--- src/rtl/alu_ctrl_decode_pkg.sv ---
// Shared types for the ALU control decoder: aluctrl_t, operand selects and opcode/funct codes.
// The MOVZ/MOVN codes are only decoded when ALU_DECODE_MOVCOND_EN is defined.
package alu_ctrl_decode_pkg;

    typedef struct packed {
        logic f_add;
        logic f_sl;
        logic f_sr;
        logic f_and;
        logic f_or;
        logic f_xor;
        logic f_slt;
        logic f_sltu;
        logic f_mova;
        logic alt;
    } aluctrl_t;

    typedef enum logic [1:0] {
        ASEL_RS    = 2'd0,
        ASEL_SHAMT = 2'd1,
        ASEL_ZERO  = 2'd2
    } asel_t;

    typedef enum logic [1:0] {
        BSEL_RT       = 2'd0,
        BSEL_IMM_SEXT = 2'd1,
        BSEL_IMM_ZEXT = 2'd2,
        BSEL_IMM_LUI  = 2'd3
    } bsel_t;

    typedef enum logic [3:0] {
        AF_NONE,
        AF_ADD,
        AF_SL,
        AF_SR,
        AF_AND,
        AF_OR,
        AF_XOR,
        AF_SLT,
        AF_SLTU,
        AF_MOVA
    } alu_fn_e;

    typedef struct packed {
        aluctrl_t aluctrl;
        asel_t    asel;
        bsel_t    bsel;
        logic     ovchk;
        logic     alu;
        logic     ri;
    } dec_t;

    localparam logic [5:0] OP_SPECIAL = 6'h00;
    localparam logic [5:0] OP_ADDI    = 6'h08;
    localparam logic [5:0] OP_ADDIU   = 6'h09;
    localparam logic [5:0] OP_SLTI    = 6'h0A;
    localparam logic [5:0] OP_SLTIU   = 6'h0B;
    localparam logic [5:0] OP_ANDI    = 6'h0C;
    localparam logic [5:0] OP_ORI     = 6'h0D;
    localparam logic [5:0] OP_XORI    = 6'h0E;
    localparam logic [5:0] OP_LUI     = 6'h0F;

    localparam logic [5:0] FN_SLL  = 6'h00;
    localparam logic [5:0] FN_SRL  = 6'h02;
    localparam logic [5:0] FN_SRA  = 6'h03;
    localparam logic [5:0] FN_SLLV = 6'h04;
    localparam logic [5:0] FN_SRLV = 6'h06;
    localparam logic [5:0] FN_SRAV = 6'h07;
    localparam logic [5:0] FN_MOVZ = 6'h0A;
    localparam logic [5:0] FN_MOVN = 6'h0B;
    localparam logic [5:0] FN_ADD  = 6'h20;
    localparam logic [5:0] FN_ADDU = 6'h21;
    localparam logic [5:0] FN_SUB  = 6'h22;
    localparam logic [5:0] FN_SUBU = 6'h23;
    localparam logic [5:0] FN_AND  = 6'h24;
    localparam logic [5:0] FN_OR   = 6'h25;
    localparam logic [5:0] FN_XOR  = 6'h26;
    localparam logic [5:0] FN_NOR  = 6'h27;
    localparam logic [5:0] FN_SLT  = 6'h2A;
    localparam logic [5:0] FN_SLTU = 6'h2B;

    // Builds a complete ALU-class decode word; exactly one f_* bit is set.
    function automatic dec_t alu_op(alu_fn_e fn, logic alt, asel_t asel, bsel_t bsel, logic ovchk);
        dec_t d;
        d = '0;
        case (fn)
            AF_ADD:  d.aluctrl.f_add  = 1'b1;
            AF_SL:   d.aluctrl.f_sl   = 1'b1;
            AF_SR:   d.aluctrl.f_sr   = 1'b1;
            AF_AND:  d.aluctrl.f_and  = 1'b1;
            AF_OR:   d.aluctrl.f_or   = 1'b1;
            AF_XOR:  d.aluctrl.f_xor  = 1'b1;
            AF_SLT:  d.aluctrl.f_slt  = 1'b1;
            AF_SLTU: d.aluctrl.f_sltu = 1'b1;
            AF_MOVA: d.aluctrl.f_mova = 1'b1;
            default: d.aluctrl.f_add  = 1'b0;
        endcase
        d.aluctrl.alt = alt;
        d.asel        = asel;
        d.bsel        = bsel;
        d.ovchk       = ovchk;
        d.alu         = 1'b1;
        return d;
    endfunction

    function automatic dec_t ri_op();
        dec_t d;
        d    = '0;
        d.ri = 1'b1;
        return d;
    endfunction

endpackage

--- src/rtl/alu_ctrl_decode_comb.sv ---
// Combinational MIPS32 ALU-class decoder: instruction word -> aluctrl/asel/bsel/ovchk/alu/ri.
// MOVZ/MOVN decode as ALU ops only when ALU_DECODE_MOVCOND_EN is defined, otherwise as reserved.
module alu_ctrl_decode_comb
    import alu_ctrl_decode_pkg::*;
(
    input  logic [31:0] i_instr,
    output dec_t        o_dec
);

    logic [5:0] w_opcode;
    logic [5:0] w_funct;
    logic       w_unused_fields;

    assign w_opcode        = i_instr[31:26];
    assign w_funct         = i_instr[5:0];
    assign w_unused_fields = ^i_instr[25:6];

    always_comb begin
        // NOTE: default every output first so no path through the cases can infer a latch.
        o_dec = '0;
        if (w_opcode == OP_SPECIAL) begin
            case (w_funct)
                FN_SLL:  o_dec = alu_op(AF_SL,   1'b0, ASEL_SHAMT, BSEL_RT, 1'b0);
                FN_SRL:  o_dec = alu_op(AF_SR,   1'b0, ASEL_SHAMT, BSEL_RT, 1'b0);
                FN_SRA:  o_dec = alu_op(AF_SR,   1'b1, ASEL_SHAMT, BSEL_RT, 1'b0);
                FN_SLLV: o_dec = alu_op(AF_SL,   1'b0, ASEL_RS,    BSEL_RT, 1'b0);
                FN_SRLV: o_dec = alu_op(AF_SR,   1'b0, ASEL_RS,    BSEL_RT, 1'b0);
                FN_SRAV: o_dec = alu_op(AF_SR,   1'b1, ASEL_RS,    BSEL_RT, 1'b0);
                FN_ADD:  o_dec = alu_op(AF_ADD,  1'b0, ASEL_RS,    BSEL_RT, 1'b1);
                FN_ADDU: o_dec = alu_op(AF_ADD,  1'b0, ASEL_RS,    BSEL_RT, 1'b0);
                FN_SUB:  o_dec = alu_op(AF_ADD,  1'b1, ASEL_RS,    BSEL_RT, 1'b1);
                FN_SUBU: o_dec = alu_op(AF_ADD,  1'b1, ASEL_RS,    BSEL_RT, 1'b0);
                FN_AND:  o_dec = alu_op(AF_AND,  1'b0, ASEL_RS,    BSEL_RT, 1'b0);
                FN_OR:   o_dec = alu_op(AF_OR,   1'b0, ASEL_RS,    BSEL_RT, 1'b0);
                FN_XOR:  o_dec = alu_op(AF_XOR,  1'b0, ASEL_RS,    BSEL_RT, 1'b0);
                FN_NOR:  o_dec = alu_op(AF_OR,   1'b1, ASEL_RS,    BSEL_RT, 1'b0);
                FN_SLT:  o_dec = alu_op(AF_SLT,  1'b1, ASEL_RS,    BSEL_RT, 1'b0);
                FN_SLTU: o_dec = alu_op(AF_SLTU, 1'b1, ASEL_RS,    BSEL_RT, 1'b0);
`ifdef ALU_DECODE_MOVCOND_EN
                // Write-back gating on rt happens in execute; here it is a plain move of rs.
                FN_MOVZ: o_dec = alu_op(AF_MOVA, 1'b0, ASEL_RS,    BSEL_RT, 1'b0);
                FN_MOVN: o_dec = alu_op(AF_MOVA, 1'b0, ASEL_RS,    BSEL_RT, 1'b0);
`endif
                default: o_dec = ri_op();
            endcase
        end else begin
            case (w_opcode)
                OP_ADDI:  o_dec = alu_op(AF_ADD,  1'b0, ASEL_RS,   BSEL_IMM_SEXT, 1'b1);
                OP_ADDIU: o_dec = alu_op(AF_ADD,  1'b0, ASEL_RS,   BSEL_IMM_SEXT, 1'b0);
                OP_SLTI:  o_dec = alu_op(AF_SLT,  1'b1, ASEL_RS,   BSEL_IMM_SEXT, 1'b0);
                OP_SLTIU: o_dec = alu_op(AF_SLTU, 1'b1, ASEL_RS,   BSEL_IMM_SEXT, 1'b0);
                OP_ANDI:  o_dec = alu_op(AF_AND,  1'b0, ASEL_RS,   BSEL_IMM_ZEXT, 1'b0);
                OP_ORI:   o_dec = alu_op(AF_OR,   1'b0, ASEL_RS,   BSEL_IMM_ZEXT, 1'b0);
                OP_XORI:  o_dec = alu_op(AF_XOR,  1'b0, ASEL_RS,   BSEL_IMM_ZEXT, 1'b0);
                OP_LUI:   o_dec = alu_op(AF_OR,   1'b0, ASEL_ZERO, BSEL_IMM_LUI,  1'b0);
                default:  o_dec = '0;
            endcase
        end
    end

endmodule

--- src/rtl/alu_ctrl_decode.sv ---
// Registered ALU control decode stage with valid/ready handshake and a one-entry skid buffer.
// Optional MOVZ/MOVN support is enabled by defining ALU_DECODE_MOVCOND_EN.
module alu_ctrl_decode
    import alu_ctrl_decode_pkg::*;
#(
    parameter int PC_W = 32
) (
    input  logic            clk,
    input  logic            rst,
    input  logic            flush,
    input  logic            in_valid,
    output logic            in_ready,
    input  logic [31:0]     in_instr,
    input  logic [PC_W-1:0] in_pc,
    output logic            out_valid,
    input  logic            out_ready,
    output logic [PC_W-1:0] out_pc,
    output aluctrl_t        out_aluctrl,
    output asel_t           out_asel,
    output bsel_t           out_bsel,
    output logic            out_ovchk,
    output logic            out_alu,
    output logic            out_ri
);

    dec_t            w_dec;
    logic            w_accept;
    logic            w_out_load;

    logic            r_out_valid;
    logic [PC_W-1:0] r_out_pc;
    dec_t            r_out_dec;
    logic            r_skid_valid;
    logic [PC_W-1:0] r_skid_pc;
    dec_t            r_skid_dec;

    alu_ctrl_decode_comb u_comb (
        .i_instr (in_instr),
        .o_dec   (w_dec)
    );

    // The skid entry only fills while the output is held, so its occupancy alone gates input.
    assign in_ready   = ~r_skid_valid;
    assign w_accept   = in_valid & in_ready;
    assign w_out_load = ~r_out_valid | out_ready;

    always_ff @(posedge clk or posedge rst) begin
        // NOTE: sequential state uses non-blocking assignments so every register samples pre-edge values.
        if (rst) begin
            r_out_valid  <= 1'b0;
            r_skid_valid <= 1'b0;
        end else if (flush) begin
            r_out_valid  <= 1'b0;
            r_skid_valid <= 1'b0;
        end else if (w_out_load) begin
            if (r_skid_valid) begin
                r_out_valid  <= 1'b1;
                r_skid_valid <= 1'b0;
            end else begin
                r_out_valid  <= w_accept;
            end
        end else if (w_accept) begin
            r_skid_valid <= 1'b1;
        end
    end

    always_ff @(posedge clk or posedge rst) begin
        // NOTE: payload registers are reset too, so the outputs read as all-zero straight out of reset.
        if (rst) begin
            r_out_pc   <= '0;
            r_out_dec  <= '0;
            r_skid_pc  <= '0;
            r_skid_dec <= '0;
        end else if (!flush) begin
            if (w_out_load) begin
                if (r_skid_valid) begin
                    r_out_pc  <= r_skid_pc;
                    r_out_dec <= r_skid_dec;
                end else if (w_accept) begin
                    r_out_pc  <= in_pc;
                    r_out_dec <= w_dec;
                end
            end else if (w_accept) begin
                r_skid_pc  <= in_pc;
                r_skid_dec <= w_dec;
            end
        end
    end

    assign out_valid   = r_out_valid;
    assign out_pc      = r_out_pc;
    assign out_aluctrl = r_out_dec.aluctrl;
    assign out_asel    = r_out_dec.asel;
    assign out_bsel    = r_out_dec.bsel;
    assign out_ovchk   = r_out_dec.ovchk;
    assign out_alu     = r_out_dec.alu;
    assign out_ri      = r_out_dec.ri;

endmodule

--- config.mk ---
export PLATFORM = sky130hd
export DESIGN_NAME = alu_ctrl_decode
export DESIGN_NICKNAME = d
export VERILOG_FILES = /design/src/rtl/alu_ctrl_decode_pkg.sv /design/src/rtl/alu_ctrl_decode_comb.sv /design/src/rtl/alu_ctrl_decode.sv
export SDC_FILE = /design/constraint.sdc
export NUM_CORES = 1
export LEC_CHECK = 0
export ABC_CLOCK_PERIOD_IN_PS = 4100
export CORE_MARGIN = 1.5
export CORE_UTILIZATION = 35
export DETAILED_ROUTE_END_ITERATION = 12
export GPL_TIMING_DRIVEN = 0
export PLACE_DENSITY_LB_ADDON = 0.3
export SLEW_MARGIN = 20
export SYNTH_ARGS = -nofsm -noshare
export SYNTH_HDL_FRONTEND = slang
export SYNTH_HIERARCHICAL = 1
export SYNTH_SLANG_ARGS = --single-unit
--- constraint.sdc ---
create_clock -name clk -period 4.1 [get_ports clk]
set_clock_uncertainty 0.05 [all_clocks]
set_input_delay 1.025 -clock clk [delete_from_list [all_inputs] [get_ports clk]]
set_output_delay 1.025 -clock clk [all_outputs]
set_load 0.005 [all_outputs]
==> results.sh, run 1 <==
export IMPL_rsz0062_at_grt="false"
export IMPL_fmax_mhz=358
export IMPL_syn_area_per_cell_sq_um=14.7
export IMPL_ys_flop_type="dfrtp_1"
export IMPL_routed_wl_um=9750
export IMPL_ys_warn_count=6
export IMPL_vias_per_cell=4.89
export IMPL_pin_count=120
export IMPL_syn_inst=325
export IMPL_grt_max_degree=57
export IMPL_synth_cell_area_sq_um=4780
export IMPL_path_cells="clkdlybuf4s50_1 > nand2b_1 > a2111o_1 > nor2b_1 > mux2_2 > mux2_2"
export IMPL_tns_ns=0
export IMPL_cp_max_fo=6
export IMPL_crit_slowest_cell="clkdlybuf4s50_1"
export IMPL_clk_pin_slew_worst_paths_ns=0.07
export IMPL_clock_insertion_delay_worst_skew_ns=0.34
export IMPL_synth_seq_cells=100
export IMPL_multi_input_area_sq_um=2130
export IMPL_hp_start="r_skid_dec[14]$_DFFE_PP0P_"
export IMPL_die_area_sq_um=14400
export IMPL_synth_edf_count=0
export IMPL_reg2reg_from="out_valid$_DFFE_PP0P_"
export IMPL_area_growth_pct=32.8
export IMPL_hpwl_um=6760
export IMPL_nets=503
export IMPL_n_antenna_cell=0
export IMPL_drtIter0Drc=141
export IMPL_required_ns=4.28
export IMPL_clock_sink_count=100
export IMPL_routabilityCongestion=0.843
export IMPL_seq_area_sq_um=2500
export IMPL_ctsResizeCount=0
export IMPL_fin_crit_ns=2.80
export IMPL_crit_start="in_instr[2]"
export IMPL_port_buffers=97
export IMPL_grt_pass1_vias=3220
export IMPL_min_period_over_period_pct=68.2
export IMPL_die_w_um=120
export IMPL_wl_per_cell_um=15.8
export IMPL_dr_pass1_iters=4
export IMPL_cp_end_kind="flip-flop"
export IMPL_max_stage_delay_ns=0.57
export IMPL_post_cts_repair_setup_buffers=0
export IMPL_die_y_um=120
export IMPL_track_usage_pct=14.5
export IMPL_critical_path_class="in2reg"
export IMPL_grt_pass1_wl_um=16400
export IMPL_max_slew_margin_rel_pct=57.7
export IMPL_cp_common_cell="mux2_2"
export IMPL_yosysSeqAreaShare_pct=52.4
export IMPL_setup_violations=0
export IMPL_ir_worst_vdd_uv=229
export IMPL_worstMarginPinSlew_ns=0.626
export IMPL_numCtsBuffers=9
export IMPL_start_util_pct=35.9
export IMPL_critPathLaunchType="input pin"
export IMPL_drive_above_1_share_pct=44.0
export IMPL_rows=42
export IMPL_ant_nets=0
export IMPL_hold_buffers=0
export IMPL_cts_tree="done"
export IMPL_status="finished clean"
export IMPL_synthArstFlopShare_pct=100
export IMPL_hold_viol=0
export IMPL_grt_ovfl_total=0
export IMPL_clockBufferDepth=2
export IMPL_cp_arrival_ns=2.98
export IMPL_min_delay_path_class="reg2reg"
export IMPL_ys_types=40
export IMPL_htreeDepth=3
export IMPL_cts_root_buf="clkbuf_16"
export IMPL_drc=0
export IMPL_fp_coreArea_sq_um=13300
export IMPL_drv_cap=0
export IMPL_power_leakage_uw=0.00274
export IMPL_slew_viol_final=0
export IMPL_antenna_found_initial=0
export IMPL_cellPowerDensity_nw_per_um2=419
export IMPL_place_area_sq_um=6000
export IMPL_num_vias=3006
export IMPL_syn_nets=394
export IMPL_fin_hold_ws_ns=0.449
export IMPL_finalInstanceArea_sq_um=6350
export IMPL_nFillCells=1185
layout by cell type (no fill, tap or decap), types with 2 or more instances in the layout:
| master | count |
|---|---|
| a21oi_1 | 3 |
| buf_2 | 12 |
| buf_6 | 5 |
| bufinv_16 | 2 |
| clkbuf_16 | 9 |
| clkbuf_8 | 3 |
| clkdlybuf4s50_1 | 97 |
| dfrtp_1 | 100 |
| inv_1 | 3 |
| inv_6 | 2 |
| mux2_2 | 127 |
| mux2_4 | 20 |
| nand2_1 | 7 |
| nand2b_1 | 2 |
| nand3_1 | 2 |
| nand3b_1 | 2 |
| nand4_1 | 2 |
| nor2_1 | 3 |
| nor2b_1 | 3 |
| nor3_1 | 5 |
| o21ai_0 | 3 |
| o31ai_1 | 2 |
worst max-delay path: cells and delay by family:
kind	cells	cell delay [ns]
buffers and inverters	1	0.57
AO/OA/AOI/OAI	1	0.44
multiplexers	2	0.51
AND/OR/NAND/NOR	2	0.43
routing by layer:
layer | track usage, % | wire [um] | vias to the layer above
met2 | 22.6 | 4520 | 94
met5 | 0 | 0 | -
met3 | 4.23 | 601 | 13
li1 | - | - | 1404
met1 | 19.3 | 4490 | 1495
met4 | 5.21 | 137 | 0
power by group:
group | total [uW] | internal, uW | switching, uW
Sequential | 1220 | 1140 | 75.0
Clock | 960 | 588 | 372
Combinational | 482 | 329 | 153
Total | 2660 | 2060 | 600
cell families after synthesis:
| logic type | count (synthesis) | share of synthesized area, % |
|---|---|---|
| other | 1 | 0.0785 |
| AOI/OAI and AO/OA | 14 | 2.41 |
| buffers and inverters | 23 | 2.98 |
| DFF | 100 | 52.4 |
| and+or+nand+nor | 40 | 5.97 |
| muxes | 147 | 36.2 |
cells in the mapped netlist (2+ instances only):
cell type,number,share of area [%]
mux2_2,127,30
dfrtp_1,100,52
mux2_4,20,6.3
buf_2,12,1.3
nand2_1,7,0.55
buf_6,5,1.2
nor3_1,5,0.52
inv_1,4,0.31
a21oi_1,3,0.31
nor2_1,3,0.24
nor2b_1,3,0.39
o21ai_0,3,0.31
nand2b_1,2,0.26
nand3_1,2,0.21
nand3b_1,2,0.31
nand4_1,2,0.26
o31ai_1,2,0.31
through the flow:
stage          total power (uW)  utilization [%]  worst slack, ns  instances
6_report                   2660             47.7             1.30        615
2_1_floorplan              1470                -            0.406        325
4_1_cts                    2710             47.7             1.35        615
3_5_place_dp               1720             45.2            0.982        599
5_1_grt                    2790             47.7             1.24        615
3_3_place_gp               1700             44.9            -1.19        598
path summary, 6_finish.rpt:
path | endpoint | slack (ns) | depth (start not counted)
setup / recovery | out_ri$_DFFE_PP0P_ | 1.30 | 6
setup reg to reg | out_pc[30]$_DFFE_PP0P_ | 2.41 | 5
min in group asynchronous | out_pc[13]$_DFFE_PP0P_ | 1.02 | 2
hold reg to reg | r_skid_dec[14]$_DFFE_PP0P_ | 0.45 | 1
hold / removal | r_skid_dec[14]$_DFFE_PP0P_ | 0.45 | 1
max in group asynchronous | r_skid_dec[4]$_DFFE_PP0P_ | 2.36 | 3
flip-flops by register name, summed over array words and instances (netlist names):
register / cells
out_asel: 2
r_skid_pc: 32
r_skid_dec: 17
r_skid_valid: 1
out_aluctrl: 10
out_alu: 1
out_valid: 1
out_bsel: 2
out_ovchk: 1
out_pc: 32
out_ri: 1
layout make-up:
| type | count | share of cell area [%] |
|---|---|---|
| multi-input combinational | 202 | 33.6 |
| sequential | 100 | 39.4 |
| tap | 176 | 3.47 |
| inverter | 4 | 0.315 |
| clock buffer | 12 | 4.20 |
| clock inverter | 4 | 1.22 |
| buffer | 19 | 2.01 |
| timing repair buffer | 98 | 15.7 |
No activity file was read; power rests on OpenSTA's default activity.
==> run 2, diff against run 1 <==
ABC_CLOCK_PERIOD_IN_PS = 2900   (was 4100)
clock period = 2.9 ns   (was 4.1 ns; I/O delays follow)
==> results.sh, run 2 (same netlist as run 1, synthesis figures left out) <==
export IMPL_status="finished clean"
export IMPL_fp_coreArea_sq_um=13300
export IMPL_drv_cap=0
export IMPL_critical_path_class="in2reg"
export IMPL_hpwl_um=7220
export IMPL_setup_violations=0
export IMPL_max_slew_margin_rel_pct=64.1
export IMPL_die_w_um=120
export IMPL_nFillCells=1218
export IMPL_reg2reg_from="out_valid$_DFFE_PP0P_"
export IMPL_routabilityCongestion=0.861
export IMPL_post_cts_repair_setup_buffers=0
export IMPL_cp_common_cell="mux2_2"
export IMPL_r2r_cells=5
export IMPL_start_util_pct=35.9
export IMPL_port_buffers=97
export IMPL_finalWorstSetupSlack_ns=0.435
export IMPL_ctsResizeCount=0
export IMPL_ir_worst_vdd_uv=400
export IMPL_clk_pin_slew_worst_paths_ns=0.06
export IMPL_max_stage_delay_ns=0.53
export IMPL_cts_root_buf="clkbuf_16"
export IMPL_n_antenna_cell=0
export IMPL_finalInstanceArea_sq_um=6300
export IMPL_grt_use_met3_pct=7.08
export IMPL_wl_per_cell_um=16.5
export IMPL_cellPowerDensity_nw_per_um2=558
export IMPL_fin_hold_ws_ns=0.451
export IMPL_ant_nets=0
export IMPL_min_delay_path_class="reg2reg"
export IMPL_final_cell_mix="mux2_2 (127), dfrtp_1 (100), clkdlybuf4s50_1 (97), mux2_4 (20), buf_2 (12)"
export IMPL_top_usage_layer="met2"
export IMPL_place_ws_ns=0.0927
export IMPL_track_usage_pct=15.3
export IMPL_antenna_found_initial=0
export IMPL_rrSetupSlack_ns=1.20
export IMPL_required_ns=3.08
export IMPL_grt_max_degree=31
export IMPL_slew_viol_final=0
export IMPL_die_area_sq_um=14400
export IMPL_nets=505
export IMPL_routed_wl_um=10200
export IMPL_num_vias=3015
export IMPL_reg2reg_to="out_pc[1]$_DFFE_PP0P_"
export IMPL_dp_cells=601
export IMPL_grt_pass1_vias=3280
export IMPL_area_growth_pct=31.9
export IMPL_drc=0
export IMPL_die_y_um=120
export IMPL_cp_end_kind="flip-flop"
export IMPL_place_area_sq_um=6030
export IMPL_grt_ovfl_total=0
export IMPL_layout_commonest_cell="mux2_2"
export IMPL_hold_buffers=0
export IMPL_cp_arrival_ns=2.65
export IMPL_htreeDepth=3
export IMPL_drive_above_1_share_pct=43.9
export IMPL_clock_sink_count=100
export IMPL_clockBufferDepth=2
export IMPL_power_uw=3520
export IMPL_path_cells="clkdlybuf4s50_1 > nand2b_1 > a2111o_1 > nor2b_1 > mux2_2 > mux2_2"
export IMPL_worstMarginPinSlew_ns=0.531
export IMPL_fin_cells=616
export IMPL_cp_max_fo=6
export IMPL_pin_count=120
export IMPL_hold_viol=0
export IMPL_fin_crit_ns=2.47
export IMPL_grt_pass1_wl_um=17000
export IMPL_vias_per_cell=4.89
export IMPL_cts_tree="done"
export IMPL_rows=42
export IMPL_critPathLaunchType="input pin"
export IMPL_grt_use_met2_pct=24.0
export IMPL_min_period_over_period_pct=85.0
export IMPL_fmax_mhz=406
export IMPL_numCtsBuffers=9
export IMPL_crit_slowest_cell="clkdlybuf4s50_1"
export IMPL_hold_end="r_skid_dec[11]$_DFFE_PP0P_"
export IMPL_power_leakage_uw=0.00271
export IMPL_dr_pass1_iters=4
export IMPL_clock_insertion_delay_worst_skew_ns=0.34
export IMPL_hp_start="r_skid_dec[11]$_DFFE_PP0P_"
export IMPL_holdPathStages=1
export IMPL_grt_met1_usage_pct=19.4
export IMPL_rsz0062_at_grt="false"
export IMPL_drtIter0Drc=100
==> run 2: cell count changes in the layout (fill, tap and decap cells not counted) <==
cell	delta
clkinvlp_4	+2
bufinv_16	-2
buf_16	-1
clkbuf_1	+1
clkbuf_8	-2
clkinv_2	+2
buf_12	+3
inv_6	-2
==> run 2: report_power, final <==
group / internal (uW) / total [uW] / switching [uW]
Sequential: 1610 / 1730 / 111
Clock: 599 / 1100 / 504
Combinational: 469 / 687 / 218
==> run 2: area by class of cell <==
cell class / count / area [sq um] / area share (%)
Timing Repair Buffer: 100 / 1030 / 16.4
Tap cell: 176 / 220 / 3.49
Buffer: 19 / 128 / 2.02
Sequential cell: 100 / 2500 / 39.7
Clock inverter: 4 / 26.3 / 0.417
Multi-Input combinational cell: 202 / 2130 / 33.9
Inverter: 4 / 18.8 / 0.298
Clock buffer: 11 / 243 / 3.85
==> run 2: metal layers <==
layer  vias up  routed length, um
li1       1397                  -
met2        80               4950
met4         0                 51
met1      1532               4420
met3         6                765
met5         -                  0
==> run 2: how the worst max path moves through the flow <==
stage,cells past startpoint,to,startpoint
floorplan,6,out_ri$_DFFE_PP0P_,in_instr[5]
global placement,2,out_aluctrl[8]$_DFFE_PP0P_,rst
detailed placement,6,out_ri$_DFFE_PP0P_,in_instr[2]
CTS,4,in_ready,r_skid_valid$_DFFE_PP0P_
global route,6,out_aluctrl[6]$_DFFE_PP0P_,in_instr[0]
finish,6,out_ri$_DFFE_PP0P_,in_instr[2]
==> run 2: per-stage QoR <==
stage          TNS [ns]  utilization, %
2_1_floorplan         0               -
3_3_place_gp     -15.10            44.9
3_5_place_dp          0            45.4
4_1_cts               0            47.4
5_1_grt               0            47.4
6_report              0            47.4
==> run 2: critical path: cells and delay by family <==
family | cells | cell delay (ns)
buf+inv | 1 | 0.53
simple gates | 2 | 0.43
compound gates | 1 | 0.45
mux | 2 | 0.50
==> run 3, diff against run 2 <==
SKIP_CTS_REPAIR_TIMING = 1   (was not set)
SLEW_MARGIN = 15   (was 20)
==> results of run 3 <==
The final DEF is identical to that of run 2; final timing and power are the same.
